**src/rtl/sample_out_port.sv**
```systemverilog
// sample_out_port: memory-mapped sample FIFO drained at a programmable rate
// onto a registered DAC sample bus with a one-cycle strobe.
module sample_out_port #(
    parameter int          DATA_W    = 8,
    parameter int          DEPTH     = 16,
    parameter logic [31:0] BASE_ADDR = 32'h0000_1000
) (
    input  logic              clk,
    input  logic              rst,
    input  logic              mem_we,
    input  logic [31:0]       mem_addr,
    input  logic [31:0]       mem_wdata,
    output logic [31:0]       mem_rdata,
    output logic              sel,
    output logic [DATA_W-1:0] sample_out,
    output logic              sample_strobe,
    output logic              full,
    output logic              underflow
);
    localparam int AW = $clog2(DEPTH);
    localparam int CW = AW + 1;

    logic [DATA_W-1:0] mem_q [DEPTH];
    logic [AW-1:0]     rd_ptr_q, wr_ptr_q;
    logic [CW-1:0]     count_q, count_d;
    logic [15:0]       div_q, div_cnt_q, div_cnt_d;
    logic              enable_q;
    logic              unf_q, unf_d, ovf_q, ovf_d;
    logic [DATA_W-1:0] sample_q;
    logic              strobe_q, full_q;

    logic [1:0]        off;
    logic              wr_en, wr_data, wr_div, wr_ctrl;
    logic              tick, empty, pop, push_ok, push_rej;
    logic [31:0]       status;
    logic              unused_bits;

    assign sel      = (mem_addr[31:4] == BASE_ADDR[31:4]);
    assign off      = mem_addr[3:2];
    assign wr_en    = mem_we & sel;
    assign wr_data  = wr_en && (off == 2'd0);
    assign wr_div   = wr_en && (off == 2'd1);
    assign wr_ctrl  = wr_en && (off == 2'd3);

    assign tick     = enable_q && (div_cnt_q == div_q);
    assign empty    = (count_q == '0);
    assign pop      = tick && !empty;
    // A full FIFO still takes a store if the same cycle frees a slot.
    assign push_ok  = wr_data && ((count_q < CW'(DEPTH)) || pop);
    assign push_rej = wr_data && !push_ok;

    assign status   = {16'h0, 8'(count_q), 4'h0, ovf_q, unf_q, full_q, empty};
    assign unused_bits = ^{mem_addr[1:0], mem_wdata[31:16]};

    assign sample_out    = sample_q;
    assign sample_strobe = strobe_q;
    assign full          = full_q;
    assign underflow     = unf_q;

    // Zero-latency register read mux for the core's load path.
    always_comb begin
        mem_rdata = '0;
        if (sel) begin
            case (off)
                2'd1:    mem_rdata = {16'h0, div_q};
                2'd2:    mem_rdata = status;
                2'd3:    mem_rdata = {31'h0, enable_q};
                default: mem_rdata = '0;
            endcase
        end
    end

    // Occupancy and divider next state; simultaneous push+pop keeps count.
    always_comb begin
        count_d = count_q;
        case ({push_ok, pop})
            2'b10:   count_d = count_q + CW'(1);
            2'b01:   count_d = count_q - CW'(1);
            default: count_d = count_q;
        endcase
        div_cnt_d = div_cnt_q + 16'd1;
        if (wr_div || !enable_q || tick)
            div_cnt_d = '0;
    end

    // Sticky flags: a set event in the same cycle beats a CTRL clear.
    always_comb begin
        unf_d = unf_q;
        ovf_d = ovf_q;
        if (wr_ctrl && mem_wdata[1]) unf_d = 1'b0;
        if (wr_ctrl && mem_wdata[2]) ovf_d = 1'b0;
        if (tick && empty)           unf_d = 1'b1;
        if (push_rej)                ovf_d = 1'b1;
    end

    // Control, pointer and output registers.
    always_ff @(posedge clk) begin
        if (rst) begin
            rd_ptr_q  <= '0;
            wr_ptr_q  <= '0;
            count_q   <= '0;
            div_q     <= '0;
            div_cnt_q <= '0;
            enable_q  <= 1'b0;
            unf_q     <= 1'b0;
            ovf_q     <= 1'b0;
            sample_q  <= '0;
            strobe_q  <= 1'b0;
            full_q    <= 1'b0;
        end else begin
            count_q   <= count_d;
            full_q    <= (count_d == CW'(DEPTH));
            div_cnt_q <= div_cnt_d;
            unf_q     <= unf_d;
            ovf_q     <= ovf_d;
            strobe_q  <= pop;
            if (pop) begin
                sample_q <= mem_q[rd_ptr_q];
                rd_ptr_q <= rd_ptr_q + AW'(1);
            end
            if (push_ok)
                wr_ptr_q <= wr_ptr_q + AW'(1);
            if (wr_div)
                div_q <= mem_wdata[15:0];
            if (wr_ctrl)
                enable_q <= mem_wdata[0];
        end
    end

    // Sample storage; contents are discarded on reset via the pointers.
    always_ff @(posedge clk) begin
        if (push_ok)
            mem_q[wr_ptr_q] <= mem_wdata[DATA_W-1:0];
    end
endmodule

```
**config.mk**
```make
export PLATFORM = sky130hd
export DESIGN_NAME = sample_out_port
export DESIGN_NICKNAME = d
export VERILOG_FILES = /design/src/rtl/sample_out_port.sv
export SDC_FILE = /design/constraint.sdc
export NUM_CORES = 1
export LEC_CHECK = 0
export BUFFER_PORTS_ARGS = -buffer_cell sky130_fd_sc_hd__buf_2
export CAP_MARGIN = 20
export CORE_ASPECT_RATIO = 1.4
export CORE_MARGIN = 3
export CORE_UTILIZATION = 30
export DETAILED_ROUTE_END_ITERATION = 10
export MAX_ROUTING_LAYER = met4
export SLEW_MARGIN = 5
export SYNTH_ARGS = -nofsm -noshare
export SYNTH_HDL_FRONTEND = slang
export SYNTH_SLANG_ARGS = --single-unit
```
**constraint.sdc**
```tcl
create_clock -name clk -period 4.07 [get_ports clk]
set_clock_uncertainty 0.1 [all_clocks]
set_input_delay 0.814 -clock clk [delete_from_list [all_inputs] [get_ports clk]]
set_output_delay 0.814 -clock clk [all_outputs]
set_load 0.005 [all_outputs]
```
## After elaboration in Yosys (flattened, before gate mapping)

Memory sizes are Yosys's and may differ from the RTL's. A register that Yosys moved wholly into a read port is not among the register bits.
Index checks and enable logic that the tools add are counted.

| word-level totals | value |
|---|---|
| memories kept | 1 |
| flip-flop bits (word level) | 50 |
| RAM bits | 128 |
| latch bits | 0 |
| memory bits (read-only) | 0 |

Memory list:

| memory | depth | bits a word | read ports | clocked after memory_dff | wr ports | line | source |
|---|---|---|---|---|---|---|---|
| mem_q | 16 | 8 | 1 | 1 | 1 | 23 | `logic [DATA_W-1:0] mem_q [DEPTH];` |

| operators by class | value |
|---|---|
| shift operators | 0 |
| reduce and logical (&&, ||, !) cells | 21 |
| equality and inequality tests | 8 |
| add/sub/neg operators | 5 |
| $lt $le $gt $ge | 1 |
| multiply operators | 0 |
| div/mod/pow operators | 0 |
| bitwise operators | 1 |
| multiplexer cells | 9 |

Operators by type and width:

| cell | number |
|---|---|
| one-hot mux 16 bit (3 select lines) | 1 |
| equality test 28 x 9 -> 1 bit (second input constant) | 1 |
| adder 16 x 1 -> 16 bit (second input constant) | 1 |
| equality test 16 bit | 1 |
| two-way mux 16 bit | 1 |
| logical AND 1 bit | 10 |
| one-hot mux 5 bit (2 select lines) | 1 |
| adder 4 x 1 -> 4 bit (second input constant) | 2 |
| equality test 2 bit (second input constant) | 3 |
| two-way mux 1 bit | 6 |
| adder 5 x 1 -> 5 bit (second input constant) | 1 |
| equality test 5 bit (second input constant) | 1 |
| logical NOT 5 bit | 1 |
| less-than comparator 5 bit (second input constant) | 1 |
| subtractor 5 x 1 -> 5 bit (second input constant) | 1 |
| equality test 2 x 1 -> 1 bit (second input constant) | 2 |
| nonzero test 2 bit | 2 |
| logical NOT 1 bit | 3 |
| logical OR 1 bit | 3 |
| logical NOT 2 bit | 1 |
| OR reduction 2 bit | 1 |
| AND 1 bit | 1 |

## Logic depth before layout (Yosys ltp)

| logic depth | value |
|---|---|
| word-level depth | 8 |
| mapped depth | 14 |
| depth with buffers taken out | 13 |

## Worst setup path after synthesis

Ideal clock, no wire load.

| path | value |
|---|---|
| path type | input port to flip-flop |
| start | in mem_addr[20] |
| end | reg full_q (netlist: full) |
| buffers on the path | 1 |
| data required time | 3.884 ns |
| cell stages on the path | 14 |
| arrival | 3.648 ns |
| slack | 0.237 ns |
| cell sequence | nor4_1 -> nand3_1 -> or2_1 -> buf_6 -> clkinv_8 -> nand2_4 -> or2_1 -> ha_1 -> fa_1 -> a21o_1 -> a21oi_1 -> xor2_1 -> or3_1 -> a211oi_1 |

| between the ends | value |
|---|---|
| cells in the longest elaborated chain, start to end | 7 |
| elaborated cells between the ends (all ways) | 8 |
| those cells by class | eq/ne (4); mux (1); bitwise (1); reduce/logical (2) |

Ends and longest elaborated chain:

| element | line | source |
|---|---|---|
| from (decl) | 11 | `input logic [31:0] mem_addr,` |
| equality test 28 x 9 -> 1 bit (*) | 38 | `assign sel = (mem_addr[31:4] == BASE_ADDR[31:4]);` |
| named net sel | 14 | `output logic sel,` |
| AND 1 bit (*) | 40 | `assign wr_en = mem_we & sel;` |
| logical AND 1 bit (*) | 41 | `assign wr_data = wr_en && (off == 2'd0);` |
| logical AND 1 bit (*) | 49 | `assign push_ok = wr_data && ((count_q < CW'(DEPTH)) \|\| pop);` |
| equality test 2 x 1 -> 1 bit or equality test 2 bit (tied branches) | 76 | `case ({push_ok, pop})` |
| one-hot mux 5 bit (2 select lines) (*) | 76 |  |
| equality test 5 bit (*) | 112 | `full_q <= (count_d == CW'(DEPTH));` |
| to (signal assigned) | 112 |  |
| to (decl) | 30 | `logic strobe_q, full_q;` |

Mark *: on every way through the listed nets, which the timed path passes. The rest lies on a longest branch.
A chain may end at the register's enable or synchronous reset.

## Final worst setup path

| path | value |
|---|---|
| start | in mem_addr[20] |
| end | reg full_q (netlist: full) |

| between the ends | value |
|---|---|
| cells in the longest elaborated chain, start to end | 7 |
| elaborated cells between the ends (all ways) | 8 |
| those cells by class | eq/ne (4); mux (1); bitwise (1); reduce/logical (2) |

Ends and longest elaborated chain:

| element | line |
|---|---|
| equality test 28 x 9 -> 1 bit (*) | 38 |
| AND 1 bit (*) | 40 |
| logical AND 1 bit (*) | 41 |
| logical AND 1 bit (*) | 49 |
| equality test 2 x 1 -> 1 bit or equality test 2 bit (tied branches) | 76 |
| one-hot mux 5 bit (2 select lines) (*) | 76 |
| equality test 5 bit (*) | 112 |

Every way passes the cells marked *; elsewhere a longest branch is shown, timed or not.

==> metrics.md <==
| Metric | Value |
|---|---|
| Status | `completed` |
| Total track usage | `13.5%` |
| Drt via density | `4.82` |
| Final Cycle Share | `88.9%` |
| Max-cap viol count | `0` |
| Fillcell total | `2631` |
| DRC viols | `0` |
| Post-synthesis async set-or-reset flop share | `0%` |
| First-pass GRT wire length | `30100 microns` |
| CORE AREA | `27100 sq um` |
| CP arrival | `3870 ps` |
| Overall power | `3.70 mW` |
| CTS H-Tree Depth | `4` |
| Crit-path max FO | `3` |
| Final wirelength | `19100 microns` |
| Storage cell area | `5010 sq um` |
| Avg Cell Area, Syn | `13.7 sq um` |
| DPL Wire Length | `13800 microns` |
| Ant diodes | `0` |
| Hold_buf cts | `0` |
| I/O pin count | `111` |
| Sequential-to-total area share from yosys stat | `60.1%` |
| Number of enable flip-flop cells after synthesis | `128` |
| Max Clk Rate | `0.276 GHz` |
| Largest net degree at the start of global routing | `32` |
| Vias in the first global route | `5296` |
| Total gr overflow | `0` |
| Startpoint class of the critical path | `input port` |
| ANT nets after route | `0` |
| IR drop worst, VDD | `0.215 mV` |
| Overall die width | `147 microns` |
| Vias | `5208` |
| Synth warn | `0` |
| CTS Buf Count | `17` |
| Class of the most critical setup path | `in -> reg` |
| Die H | `203 microns` |
| Total die area | `29800 sq um` |
| Post-CTS Resized | `0` |
| Critical Path End Type | `flip-flop` |
| Initial antenna violation count | `0` |
| Final GP Congestion | `0.834` |
| Fin cells | `1080` |
| Lkg Pwr | `3.32 nW` |
| Clk root buf | `clkbuf_16` |
| Post-Syn Area | `8330 sq um` |
| Synth Instances | `607` |
| Fin crit period | `3620 ps` |
| Avg WL per Cell | `17.7 microns` |
| Initial Util | `30.8%` |
| Tightest Pin Transition | `980 ps` |
| Clk slew on worst S/H paths | `70 ps` |
| Clk sinks | `186` |
| Final Setup Violations | `0` |
| Worst skew pair latency | `430 ps` |
| Pwr dens | `378 nW/um^2` |
| I/O Buffers | `76` |
| DRT Pass-1 Iters | `4` |
| Area of the multi-input gates | `3080 sq um` |
| Maximum clock path buffer count | `2` |
| Yosys reg bits | `186` |
| Min-delay worst type | `reg -> reg` |
| Post CTS Setup Buffer Count | `0` |
| Placed Instances | `1048` |
| Final slew viol count | `0` |
| CTS tree | `done` |
| P&R area growth vs syn | `17.6%` |
| Unrepaired setup endpoints after global routing | `no` |
| Worst path required time | `4320 ps` |
| Worst slew margin | `34.7%` |
| Top FF cell, synth | `edfxtp_1` |
| Commonest non-fill, non-tap cell in the layout | `edfxtp_1` |
| Most frequent cells in the layout | `edfxtp_1, buf_2, nor2_1, dfxtp_1, mux2i_1` |
| Final layout net count | `780` |
| # rows | `71` |
| Final hold viol count | `0` |
| Share of layout cells above drive strength 1 | `27.3%` |
| Initial DRC count | `354` |
| Post-synthesis cell type count | `59` |
## kinds of logic after synthesis
logic type / after synthesis / synth area share, %
DFF: 186 / 60.1
and+or+nand+nor: 168 / 12.0
other: 1 / 0.0450
xor gates and xnor gates: 34 / 3.57
AOI/OAI and AO/OA: 77 / 6.68
buffers and inverters: 57 / 4.23
muxes: 73 / 11.7
adders and majority gates: 11 / 1.74
## metrics by stage
step	hold slack, ps	setup TNS (ps)	worst slack (ps)	util, %	area [sq um]
final	375	0	451	36.2	9800
after global routing	420	0	205	36.2	9800
after CTS	376	0	419	36.2	9800
after detailed placement	357	-0.319	-0.319	34.0	9210
after global placement	354	0	78.2	34.0	9210
after floorplan	337	0	237	-	8390
## worst paths after layout
kind	startpoint	end	slack, ps	cells past startpoint
min reg2reg	div_cnt_q[0]$_SDFF_PP0_	div_cnt_q[0]$_SDFF_PP0_	370	1
max reg2reg	div_q[12]$_SDFFE_PP0P_	full$_SDFF_PP0_	700	11
min	div_cnt_q[0]$_SDFF_PP0_	div_cnt_q[0]$_SDFF_PP0_	370	1
max	mem_addr[20]	full$_SDFF_PP0_	450	14
## flip-flops by register name, indices dropped and copies added, names as in the netlist
register	cells
count_q	5
div_cnt_q	16
div_q	16
enable_q	1
full	1
mem_q	128
ovf_q	1
rd_ptr_q	4
sample_out	8
sample_strobe	1
underflow	1
wr_ptr_q	4
## layout make-up
| cell class | instances | area share, % |
|---|---|---|
| sequential | 186 | 51.1 |
| multi-input combinational | 379 | 31.4 |
| timing repair buffer | 109 | 6.41 |
| tap | 365 | 4.66 |
| clock buffer | 18 | 4.48 |
| clock inverter | 14 | 1.53 |
| inverter | 9 | 0.472 |
## per-layer routing
| layer | vias up | part of all wire, % | global-route usage (%) |
|---|---|---|---|
| li1 | 2493 | - | - |
| met1 | 2550 | 40 | 15.6 |
| met2 | 146 | 53 | 23.0 |
| met3 | 19 | 5.3 | 2.53 |
| met4 | 0 | 2.6 | 5.58 |
| met5 | - | 0 | - |
## worst max-delay path: stages
cell and delay, ps:
buf_2 100, nor4_1 350, nand3_1 190, or2_1 350, clkinv_8 80, nand2_4 40
or2_1 260, ha_1 240, fa_1 420, a21o_1 200, a21oi_1 160, xor2_1 90
or3_1 330, a211oi_1 250
## Yosys cell counts (all sizes together) (8+ instances only)
cell | n | area (sq um)
nand4 | 13 | 96.3
nor4 | 22 | 189
and3 | 10 | 71.3
edfxtp | 128 | 3840
mux4 | 19 | 428
a22oi | 16 | 120
dfxtp | 58 | 1160
nor3 | 13 | 91.3
nor2 | 57 | 214
nand3 | 11 | 55.1
a21oi | 10 | 50.1
nand2 | 12 | 52.6
mux2i | 48 | 480
inv | 8 | 30.0
buf | 32 | 246
o21ai | 11 | 55.1
xor2 | 13 | 114
clkbuf | 16 | 60.1
a221oi | 14 | 123
xnor2 | 21 | 184
ha | 10 | 125
## power by group
group          leakage, nW  total (mW)  internal (mW)   switching, mW
Sequential            1.62        2.01           2.01  0.000000000198
Combinational         1.42      0.0785         0.0237          0.0548
Clock                0.287        1.61          0.836           0.772
Note: power is estimated with default switching activity, not from simulation.
